File: src/rtl/complex_nr_accumulator.sv
// Sums NR_TERMS consecutive complex products from the multiplier into one complex
// dot-product result and presents it on a registered valid/ready output.
module complex_nr_accumulator #(
    parameter int DATA_WIDTH = 8,
    parameter int NR_TERMS   = 4,
    parameter int ACC_GUARD  = 4
) (
    input  logic                                  clk,
    input  logic                                  rstn,
    input  logic                                  sw_rst,
    input  logic                                  res_val,
    output logic                                  res_ready,
    input  logic [2*DATA_WIDTH-1:0]               result_re,
    input  logic [2*DATA_WIDTH-1:0]               result_im,
    output logic                                  acc_val,
    input  logic                                  acc_ready,
    output logic [2*DATA_WIDTH+ACC_GUARD-1:0]     acc_re,
    output logic [2*DATA_WIDTH+ACC_GUARD-1:0]     acc_im,
    output logic [7:0]                            acc_cnt
);

    localparam int PW    = 2 * DATA_WIDTH;
    localparam int ACC_W = PW + ACC_GUARD;
    localparam int CNT_W = (NR_TERMS > 2) ? $clog2(NR_TERMS) : 1;
    localparam logic [CNT_W-1:0] LAST_TERM = CNT_W'(NR_TERMS - 1);

    typedef enum logic {
        ACCUM,
        DONE
    } state_t;

    state_t             state_q, state_d;
    logic [CNT_W-1:0]   term_q, term_d;
    logic [ACC_W-1:0]   sum_re_q, sum_re_d;
    logic [ACC_W-1:0]   sum_im_q, sum_im_d;
    logic [ACC_W-1:0]   acc_re_q, acc_re_d;
    logic [ACC_W-1:0]   acc_im_q, acc_im_d;
    logic               res_ready_q, res_ready_d;
    logic               acc_val_q, acc_val_d;
    logic [7:0]         acc_cnt_q, acc_cnt_d;

    logic               in_xfer;
    logic               out_xfer;
    logic [ACC_W-1:0]   add_re;
    logic [ACC_W-1:0]   add_im;

    assign in_xfer  = res_val & res_ready_q;
    assign out_xfer = acc_ready & acc_val_q;

    // Two's complement add after sign extension into the guard bits
    assign add_re = sum_re_q + {{ACC_GUARD{result_re[PW-1]}}, result_re};
    assign add_im = sum_im_q + {{ACC_GUARD{result_im[PW-1]}}, result_im};

    always_comb begin
        state_d     = state_q;
        term_d      = term_q;
        sum_re_d    = sum_re_q;
        sum_im_d    = sum_im_q;
        acc_re_d    = acc_re_q;
        acc_im_d    = acc_im_q;
        res_ready_d = res_ready_q;
        acc_val_d   = acc_val_q;
        acc_cnt_d   = acc_cnt_q;

        case (state_q)
            ACCUM: begin
                res_ready_d = 1'b1;
                acc_val_d   = 1'b0;
                if (in_xfer) begin
                    if (term_q == LAST_TERM) begin
                        acc_re_d    = add_re;
                        acc_im_d    = add_im;
                        sum_re_d    = '0;
                        sum_im_d    = '0;
                        term_d      = '0;
                        state_d     = DONE;
                        acc_val_d   = 1'b1;
                        res_ready_d = 1'b0;
                    end else begin
                        sum_re_d = add_re;
                        sum_im_d = add_im;
                        term_d   = term_q + 1'b1;
                    end
                end
            end
            DONE: begin
                res_ready_d = 1'b0;
                if (out_xfer) begin
                    acc_cnt_d   = acc_cnt_q + 8'd1;
                    acc_val_d   = 1'b0;
                    res_ready_d = 1'b1;
                    state_d     = ACCUM;
                end
            end
            default: begin
                state_d = ACCUM;
            end
        endcase

        // Software clear wins over any transfer in the same cycle
        if (sw_rst) begin
            state_d     = ACCUM;
            term_d      = '0;
            sum_re_d    = '0;
            sum_im_d    = '0;
            acc_re_d    = '0;
            acc_im_d    = '0;
            acc_val_d   = 1'b0;
            acc_cnt_d   = '0;
            res_ready_d = 1'b1;
        end
    end

    always_ff @(posedge clk or negedge rstn) begin
        if (!rstn) begin
            state_q     <= ACCUM;
            term_q      <= '0;
            sum_re_q    <= '0;
            sum_im_q    <= '0;
            acc_re_q    <= '0;
            acc_im_q    <= '0;
            res_ready_q <= 1'b0;
            acc_val_q   <= 1'b0;
            acc_cnt_q   <= '0;
        end else begin
            state_q     <= state_d;
            term_q      <= term_d;
            sum_re_q    <= sum_re_d;
            sum_im_q    <= sum_im_d;
            acc_re_q    <= acc_re_d;
            acc_im_q    <= acc_im_d;
            res_ready_q <= res_ready_d;
            acc_val_q   <= acc_val_d;
            acc_cnt_q   <= acc_cnt_d;
        end
    end

    assign res_ready = res_ready_q;
    assign acc_val   = acc_val_q;
    assign acc_re    = acc_re_q;
    assign acc_im    = acc_im_q;
    assign acc_cnt   = acc_cnt_q;

endmodule
File: config.mk
export PLATFORM = sky130hd
export DESIGN_NAME = complex_nr_accumulator
export DESIGN_NICKNAME = d
export VERILOG_FILES = /design/src/rtl/complex_nr_accumulator.sv
export SDC_FILE = /design/constraint.sdc
export NUM_CORES = 1
export LEC_CHECK = 0
export BUFFER_PORTS_ARGS = -buffer_cell sky130_fd_sc_hd__buf_2
export CAP_MARGIN = 40
export CORE_MARGIN = 4
export CORE_UTILIZATION = 58
export CTS_CLUSTER_DIAMETER = 40
export DETAILED_ROUTE_END_ITERATION = 10
export PLACE_DENSITY = 0.84
export RECOVER_POWER = 100
export SLEW_MARGIN = 20
export SYNTH_ARGS = -nofsm -noshare
export SYNTH_HDL_FRONTEND = slang
export SYNTH_SLANG_ARGS = --single-unit
File: constraint.sdc
create_clock -name clk -period 3.1 [get_ports clk]
set_input_delay 0 -clock clk [delete_from_list [all_inputs] [get_ports clk]]
set_output_delay 0 -clock clk [all_outputs]
set_load 0.01 [all_outputs]
* Yosys cells after proc, flatten, opt, wreduce, memory -nomap -nowiden
Index checks and enable logic that the tools add are counted.
Storage, ports and cells: memory bits (writable) 0, memory bits (read-only) 0, latch bits 0, flip-flop bits (word level) 93, output and inout port bits 50, memories kept 0
Cells by class: divide/modulo/power cells 0, multipliers 0, shift-type cells 0, bitwise logic cells 3, order comparisons 0, eq/ne operators 3, add/sub/neg operators 4, muxes and demuxes 36, reductions and logical operators 7
Operator list (count):
- $mux 20 | 16
- $add 20x20->20 | 2
- $mux 8 | 3
- $mux 1 | 10
- $add 8x1->8 const B | 1
- $mux 2 | 4
- $reduce_bool 2->1 | 4
- $pmux 1 s2 | 3
- $reduce_and 2->1 | 2
- $ne 3x2->1 const B | 1
- $reduce_and 3->1 | 1
- $add 2x1->2 const B | 1
- $and 1x1->1 | 2
- $eq 2x2->1 const B | 1
- $ne 2x2->1 const B | 1
- $not 1->1 | 1

* Logic depth before layout (Yosys ltp)
Gate-level depths: netlist (run 1).
depth after elaboration 5, depth in mapped cells 9, mapped depth without buffers 9

* Worst setup path after synthesis (run 1)
Ideal clock, no wire load.
path type register to register, start register sum_im_q[0], end register sum_im_q[18], setup slack 537 ps, period minus slack after synthesis 2563 ps, required time 2974 ps, library setup time 126 ps, data arrival time 2437 ps, path buffers 0, stages on the path, launching flop included 10, cells stage by stage dfrtp_1 -> ha_1 -> fa_1 -> a211oi_1 -> o21a_1 -> o21bai_4 -> a2111oi_4 -> o31a_2 -> nor3_1 -> a221o_1
On the way: cells in the longest elaborated chain, start to end 5
RTL lines:
- from (decl) | line 35 | logic [ACC_W-1:0] sum_im_q, sum_im_d;
- from (signal assigned) | line 129 | sum_im_q <= sum_im_d;
- $add 20x20->20 | line 52 | assign add_im = sum_im_q + {{ACC_GUARD{result_im[PW-1]}}, result_im};
- $mux 20 | line 70 | if (term_q == LAST_TERM) begin
- $mux 20 | line 69 | if (in_xfer) begin
- $mux 20 | line 65 | case (state_q)
- $mux 20 | line 101 | if (sw_rst) begin
Every way passes these cells. The select of a mux whose other input is x is not followed. A chain may end at the register's enable or synchronous reset.

* Worst setup path after layout (run 1)
Ends and elaborated chain as after synthesis.

==> flow_metrics.py, run 1 <==
metrics = {
    "pwr": {
        "peakVddDrop_mv": 0.4067,
        "p_per_area_nw_per_um2": 765.7,
        "p_leak_nw": 3.013,
    },
    "synth": {
        "yosys-top-cells-count": "dfrtp_1 (93), nand2_1 (78), a21oi_1 (59), nor2_1 (44), ha_1 (40)",
        "synth-simple-area-share_pct": 17.57,
        "synthDistinctLibCells": 54,
        "synthAdderAreaFrac_pct": 9.545,
        "syn_area_per_cell_um2": 9.178,
        "ys.flop_type": "dfrtp_1",
        "synth_xor_area_share_pct": 6.496,
        "synth_top_family_by_area": "compound AO/OA/AOI/OAI gates",
        "yosysTopAreaCell": "dfrtp_1",
        "synth_area_leaders": "dfrtp_1 (41%), ha_1 (8.8%), a21oi_1 (5.2%)",
        "synth.most_common_cell": "dfrtp_1",
        "muxShareOfSynthArea_pct": 0.5303,
        "ys_ff_latch": 93,
        "synth_cells": 617,
        "synth_top_area_share_pct": 41.10,
        "syn_nets": 696,
        "synth_compound_area_share_pct": 22.03,
        "synth_edf_count": 0,
        "synth_area_um2": 5663,
        "ys_seq_area_share_pct": 41.10,
        "ys_warn_count": 0,
        "async_flop_share_pct": 100.0,
    },
    "sta": {
        "final-max-slew-violation-count": 48,
        "hold_viol_final": 0,
        "period_share_pct": 93.55,
        "fin_crit_ps": 2900,
        "fin_setup_tns_ps": 0,
        "timing.fmax_mhz": 344.8,
        "worstMarginPinSlew_ps": 2636,
        "rsz0062_at_grt": "no",
        "holdWs_ps": 46.71,
        "skew_ps": 9.989,
        "setup_viol": 0,
        "max_slew_margin_pct": -75.71,
    },
    "detailed_routing": {
        "route.met2.wl_um": 7405,
        "drt_iter0_markers": 339,
        "vias_per_cell": 6.181,
        "wl_um": 14840,
        "ant_nets": 0,
        "dr.pass1.iters": 5,
        "wl_met3_um": 1045,
        "wirelength_met1_um": 6142,
        "vias": 5161,
        "routed.top_layer": "met4",
        "drc": 0,
        "wire_per_inst_um": 17.77,
    },
    "die": {
        "fp-row-count": 35,
        "die_width_um": 106.8,
        "io-pin-count": 87,
        "start_util_pct": 60.43,
        "die_y_um": 106.8,
        "die_area_um2": 11410,
        "core_um2": 9371,
    },
    "grt": {
        "grt_overflow": 0,
        "grt_pass1_wl_um": 24830,
        "grt_pass1_vias": 5207,
        "antenna_found_initial": 0,
        "grt_max_degree": 48,
        "grt_usage_pct": 26.69,
    },
    "cts": {
        "cts.sinks": 93,
        "clk_pin_slew_worst_paths_ps": 100,
        "cts_buffer_depth": 2,
        "root_buffer": "clkbuf_8",
        "cts_tree": "yes",
        "cts_made_buffers": 9,
        "clock_latency_ps": 370,
        "htree_levels": 3,
    },
    "flow_run": {
        "cap_viol_max_count": 1,
    },
    "min_path": {
        "min_from": "sw_rst",
        "hp-class": "in -> reg",
    },
    "worst_setup_path": {
        "cpPeakStageDelay_ps": 450,
        "arrival_ps": 3150,
        "worstReg2RegStart": "sum_im_q[0]",
        "reg2reg_slack_ps": 200,
        "crit_fanout": 3,
        "startpoint": "sum_im_q[0]",
        "path_cells": "ha_1 > fa_1 > a211oi_1 > o21a_1 > o21bai_4 > a2111oi_4 > o31a_2 > nor3_1 > a221o_1",
        "crit_path_start_kind": "flip-flop",
        "required_ps": 3350,
        "crit_path_end_kind": "flip-flop",
        "crit_slowest_cell": "fa_1",
        "critical_path_class": "reg -> reg",
    },
    "cells_and_area": {
        "final_nets": 780,
        "multiInputGateArea_um2": 3188,
        "nFillCells": 806,
        "diodes": 0,
        "layout-drive-gt1-share_pct": 9.207,
        "seqCellArea_um2": 2327,
        "fin_area_um2": 6409,
        "syn_to_final_growth_pct": 13.17,
    },
    "place": {
        "dp_hpwl_um": 10710,
        "port_buffers": 86,
        "gp_routability_congestion": 0.9272,
        "placed_cell_area_um2": 6255,
    },
    "run_status": {
        "status": "complete, but fails checks",
        "violations": "capacitance limit, slew limit",
    },
}
==> layout make-up <==
class | count | area share, %
Clock inverter | 6 | 1.445
Inverter | 14 | 0.8200
Tap cell | 129 | 2.519
Multi-Input combinational cell | 483 | 49.75
Timing Repair Buffer | 100 | 7.165
Clock buffer | 10 | 1.991
Sequential cell | 93 | 36.31
==> sequential cells by signal (all words and copies together), names as in the netlist <==
| signal | cells |
|---|---|
| term_q | 2 |
| acc_val | 1 |
| state_q | 1 |
| sum_re_q | 20 |
| acc_cnt | 8 |
| sum_im_q | 20 |
| acc_im | 20 |
| res_ready | 1 |
| acc_re | 20 |
==> metrics by stage <==
step	utilization [%]	instances	total power, mW	worst slack (ps)
floorplan	-	617	3.427	537.2
global placement	66.74	817	3.847	393.9
detailed placement	66.74	817	3.956	289.0
CTS	69.31	835	4.893	212.9
global route	68.38	835	5.254	51.93
finish	68.38	835	4.907	199.9
==> repair_timing <==
item | 4_1_cts | 5_1_grt
endpoints found under the hold margin | 46 | 0
setup buffers | 0 | 0
endpoints found under the setup margin | 0 | 0
gates resized for setup | 0 | 0
hold buffers | 2 | 0
==> where the power goes <==
group	internal, mW	switching [mW]	total (mW)
registers	1.43	0.150	1.58
logic	1.00	1.40	2.40
clock network	0.461	0.460	0.921
==> placed cells by master (no fill, tap or decap), drive strengths merged, types with 4 or more instances in the layout <==
master / synthesis / final
nand4: 12 / 12
xor2: 17 / 17
and3: 10 / 10
o21a: 5 / 5
nor3: 17 / 17
dfrtp: 93 / 93
or4: 5 / 5
buf: 7 / 42
a211oi: 9 / 9
nor4: 4 / 4
o21bai: 12 / 12
o21ai: 21 / 21
nor2: 44 / 44
xnor2: 25 / 25
a22o: 17 / 17
a21o: 21 / 21
inv: 14 / 16
ha: 40 / 40
o31ai: 9 / 9
nand2: 78 / 78
clkbuf: 20 / 66
or3: 4 / 4
o211ai: 6 / 6
a21oi: 59 / 59
nand3: 28 / 28
==> worst max-delay path, delay by kind of cell (launching register included) <==
kind	cells	cell delay, ps
DFF	1	410
adders and majority gates	2	680
and+or+nand+nor	1	60
AOI/OAI and AO/OA	6	1640
==> routing by layer <==
metal  vias up  global-route usage [%]
li1       2419                       -
met5         -                       0
met2       211                   46.04
met1      2500                   33.72
met4         0                   8.767
met3        31                   5.117
==> logic make-up (layout without fill, tap and decap cells) <==
family,count (synthesis),in the layout
XOR/XNOR,42,42
AND/OR/NAND/NOR,214,214
flip-flops,93,93
adder cells (fa/ha/maj),42,42
buffers and inverters,41,130
AO/OA/AOI/OAI,182,182
multiplexers,3,3
==> final timing paths <==
| kind | cells after the start | to |
|---|---|---|
| min | 2 | acc_re[3] |
| max in group asynchronous | 3 | acc_im[18] |
| min reg2reg | 2 | sum_re_q[10] |
| min in group asynchronous | 2 | sum_im_q[13] |
| max reg2reg | 9 | sum_im_q[18] |
| max | 9 | sum_im_q[18] |
(Power assumes the default switching activity.)
==> run 2, diff against run 1 <==
--- a/config.mk
+++ b/config.mk
@@ -11,7 +11,8 @@
 export CORE_UTILIZATION = 58
 export CTS_CLUSTER_DIAMETER = 40
 export DETAILED_ROUTE_END_ITERATION = 10
-export PLACE_DENSITY = 0.84
+export HOLD_SLACK_MARGIN = 0.05
+export PLACE_DENSITY = 0.9
 export RECOVER_POWER = 100
 export SLEW_MARGIN = 20
 export SYNTH_ARGS = -nofsm -noshare
==> run 2 against run 1 <==
The run still ends with capacitance limit, slew limit left. Critical path depth unchanged. Cell count up 0.24%. Fmax decreased by 0.91%.
==> flow_metrics.py, run 2 (same netlist as run 1, synthesis figures left out) <==
metrics = {
    "detailed_routing": {
        "wire_per_inst_um": 17.82,
        "vias": 5184,
        "ant_nets": 0,
        "dr.pass1.iters": 6,
        "drc": 0,
        "vias_per_cell": 6.194,
        "drt_iter0_markers": 349,
        "wl_um": 14910,
    },
    "die": {
        "die_y_um": 106.8,
        "io-pin-count": 87,
        "start_util_pct": 60.43,
        "die_width_um": 106.8,
        "fp-row-count": 35,
        "core_um2": 9371,
        "die_area_um2": 11410,
    },
    "worst_setup_path": {
        "cp_top_family": "compound AO/OA/AOI/OAI gates",
        "path_cells": "ha_1 > fa_1 > a211oi_1 > o21a_1 > o21bai_1 > a2111oi_4 > o31a_2 > nor3_1 > a221o_1",
        "cpPeakStageDelay_ps": 440,
        "crit_slowest_cell": "fa_1",
        "crit_fanout": 3,
        "crit_path_end_kind": "flip-flop",
        "crit_path_start_kind": "flip-flop",
        "critical_path_class": "reg -> reg",
        "arrival_ps": 3180,
        "required_ps": 3360,
        "critical_path_buf_inv_count": 0,
    },
    "cts": {
        "htree_levels": 3,
        "cts_tree": "yes",
        "cts_made_buffers": 9,
        "cts_buffer_depth": 2,
        "postCtsResizedCells": 0,
        "root_buffer": "clkbuf_8",
        "clk_pin_slew_worst_paths_ps": 90,
        "clock_latency_ps": 360,
        "cts.sinks": 93,
    },
    "cells_and_area": {
        "nFillCells": 774,
        "diodes": 0,
        "layout_commonest_cell": "dfrtp_1",
        "layout-drive-gt1-share_pct": 8.475,
        "fin_area_um2": 6429,
        "syn_to_final_growth_pct": 13.52,
        "final_nets": 782,
        "final_cell_mix": "dfrtp_1 (93), nand2_1 (78), a21oi_1 (59)",
    },
    "place": {
        "dp_hpwl_um": 10720,
        "port_buffers": 86,
        "placed_cell_area_um2": 6247,
        "gp_routability_congestion": 0.9671,
    },
    "sta": {
        "final-max-slew-violation-count": 83,
        "fin_setup_tns_ps": 0,
        "skew_ps": 6.971,
        "setup_viol": 0,
        "max_slew_margin_pct": -61.38,
        "hold_viol_final": 0,
        "period_share_pct": 94.41,
        "fin_crit_ps": 2927,
        "timing.fmax_mhz": 341.7,
        "worstMarginPinSlew_ps": 2421,
        "rsz0062_at_grt": "no",
    },
    "grt": {
        "grt_pass1_wl_um": 24550,
        "grt_usage_pct": 26.55,
        "grt_overflow": 0,
        "grt_max_degree": 49,
        "grt_pass1_vias": 5197,
        "antenna_found_initial": 0,
    },
    "min_path": {
        "hp-class": "in -> reg",
    },
    "pwr": {
        "p_per_area_nw_per_um2": 764.8,
        "power_mw": 4.917,
        "p_leak_nw": 3.025,
        "peakVddDrop_mv": 0.4131,
    },
    "flow_run": {
        "cap_viol_max_count": 2,
    },
    "run_status": {
        "status": "complete, but fails checks",
        "violations": "capacitance limit, slew limit",
    },
}
## run 2: cell count changes in the layout (fill, tap and decap cells not counted), sizes merged
cell | previous run | this run
clkinvlp | 2 | 0
inv | 16 | 15
dlygate4sd3 | 2 | 6
clkinv | 0 | 3
buf | 42 | 39
clkbuf | 66 | 67
## run 2: metrics by stage
stage	instances	hold slack, ps	setup WS (ps)	util (%)
global route	837	87.68	71.87	68.60
detailed placement	815	34.86	264.5	66.66
CTS	837	77.08	208.7	69.68
finish	837	63.83	173.4	68.60
global placement	815	27.13	399.4	66.66
floorplan	617	-295.6	537.2	-
## run 2: path summary, 6_finish.rpt
kind                            cells past startpoint  slack, ps         from           end
worst max-delay path                                9        170  sum_im_q[0]  sum_im_q[18]
worst min-delay path                                5         60      res_val     term_q[1]
worst max register to register                      9        170  sum_im_q[0]  sum_im_q[18]
worst min register to register                      2        490  sum_im_q[0]   sum_im_q[0]
max in group asynchronous                           3        760         rstn    acc_im[18]
min in group asynchronous                           2        910         rstn    acc_im[12]
## run 2: repair_timing
item | CTS | global route
hold buffers | 6 | 0
endpoints found under the hold margin | 53 | 0
buffers inserted | 0 | 0
## run 2: per-layer routing
metal  GRT usage (%)  part of all wire (%)  vias to the layer above
met1           34.49                    41                     2465
met3           3.492                   8.1                       50
li1                -                     -                     2427
met4           10.78                   2.8                        0
met5               0                     0                        -
met2           44.96                    48                      242
## run 2: area by class of cell
type | count | area, um2 | share of cell area (%)
Multi-Input combinational cell | 483 | 3169 | 49.30
Sequential cell | 93 | 2327 | 36.20
Timing Repair Buffer | 102 | 495.5 | 7.707
Tap cell | 129 | 161.4 | 2.511
Clock buffer | 10 | 127.6 | 1.985
Clock inverter | 6 | 95.09 | 1.479
Inverter | 14 | 52.55 | 0.8174
## run 2: tightest hold or removal path, cell delays in order
cell and delay (ps):
buf_2 100, nand2_1 80, nor2_1 80, nand2_1 70, a21oi_1 50
## run 2: where the power goes
part / internal [mW] / switching [mW]
Combinational: 0.995 / 1.43
Sequential: 1.43 / 0.148
Clock: 0.462 / 0.451
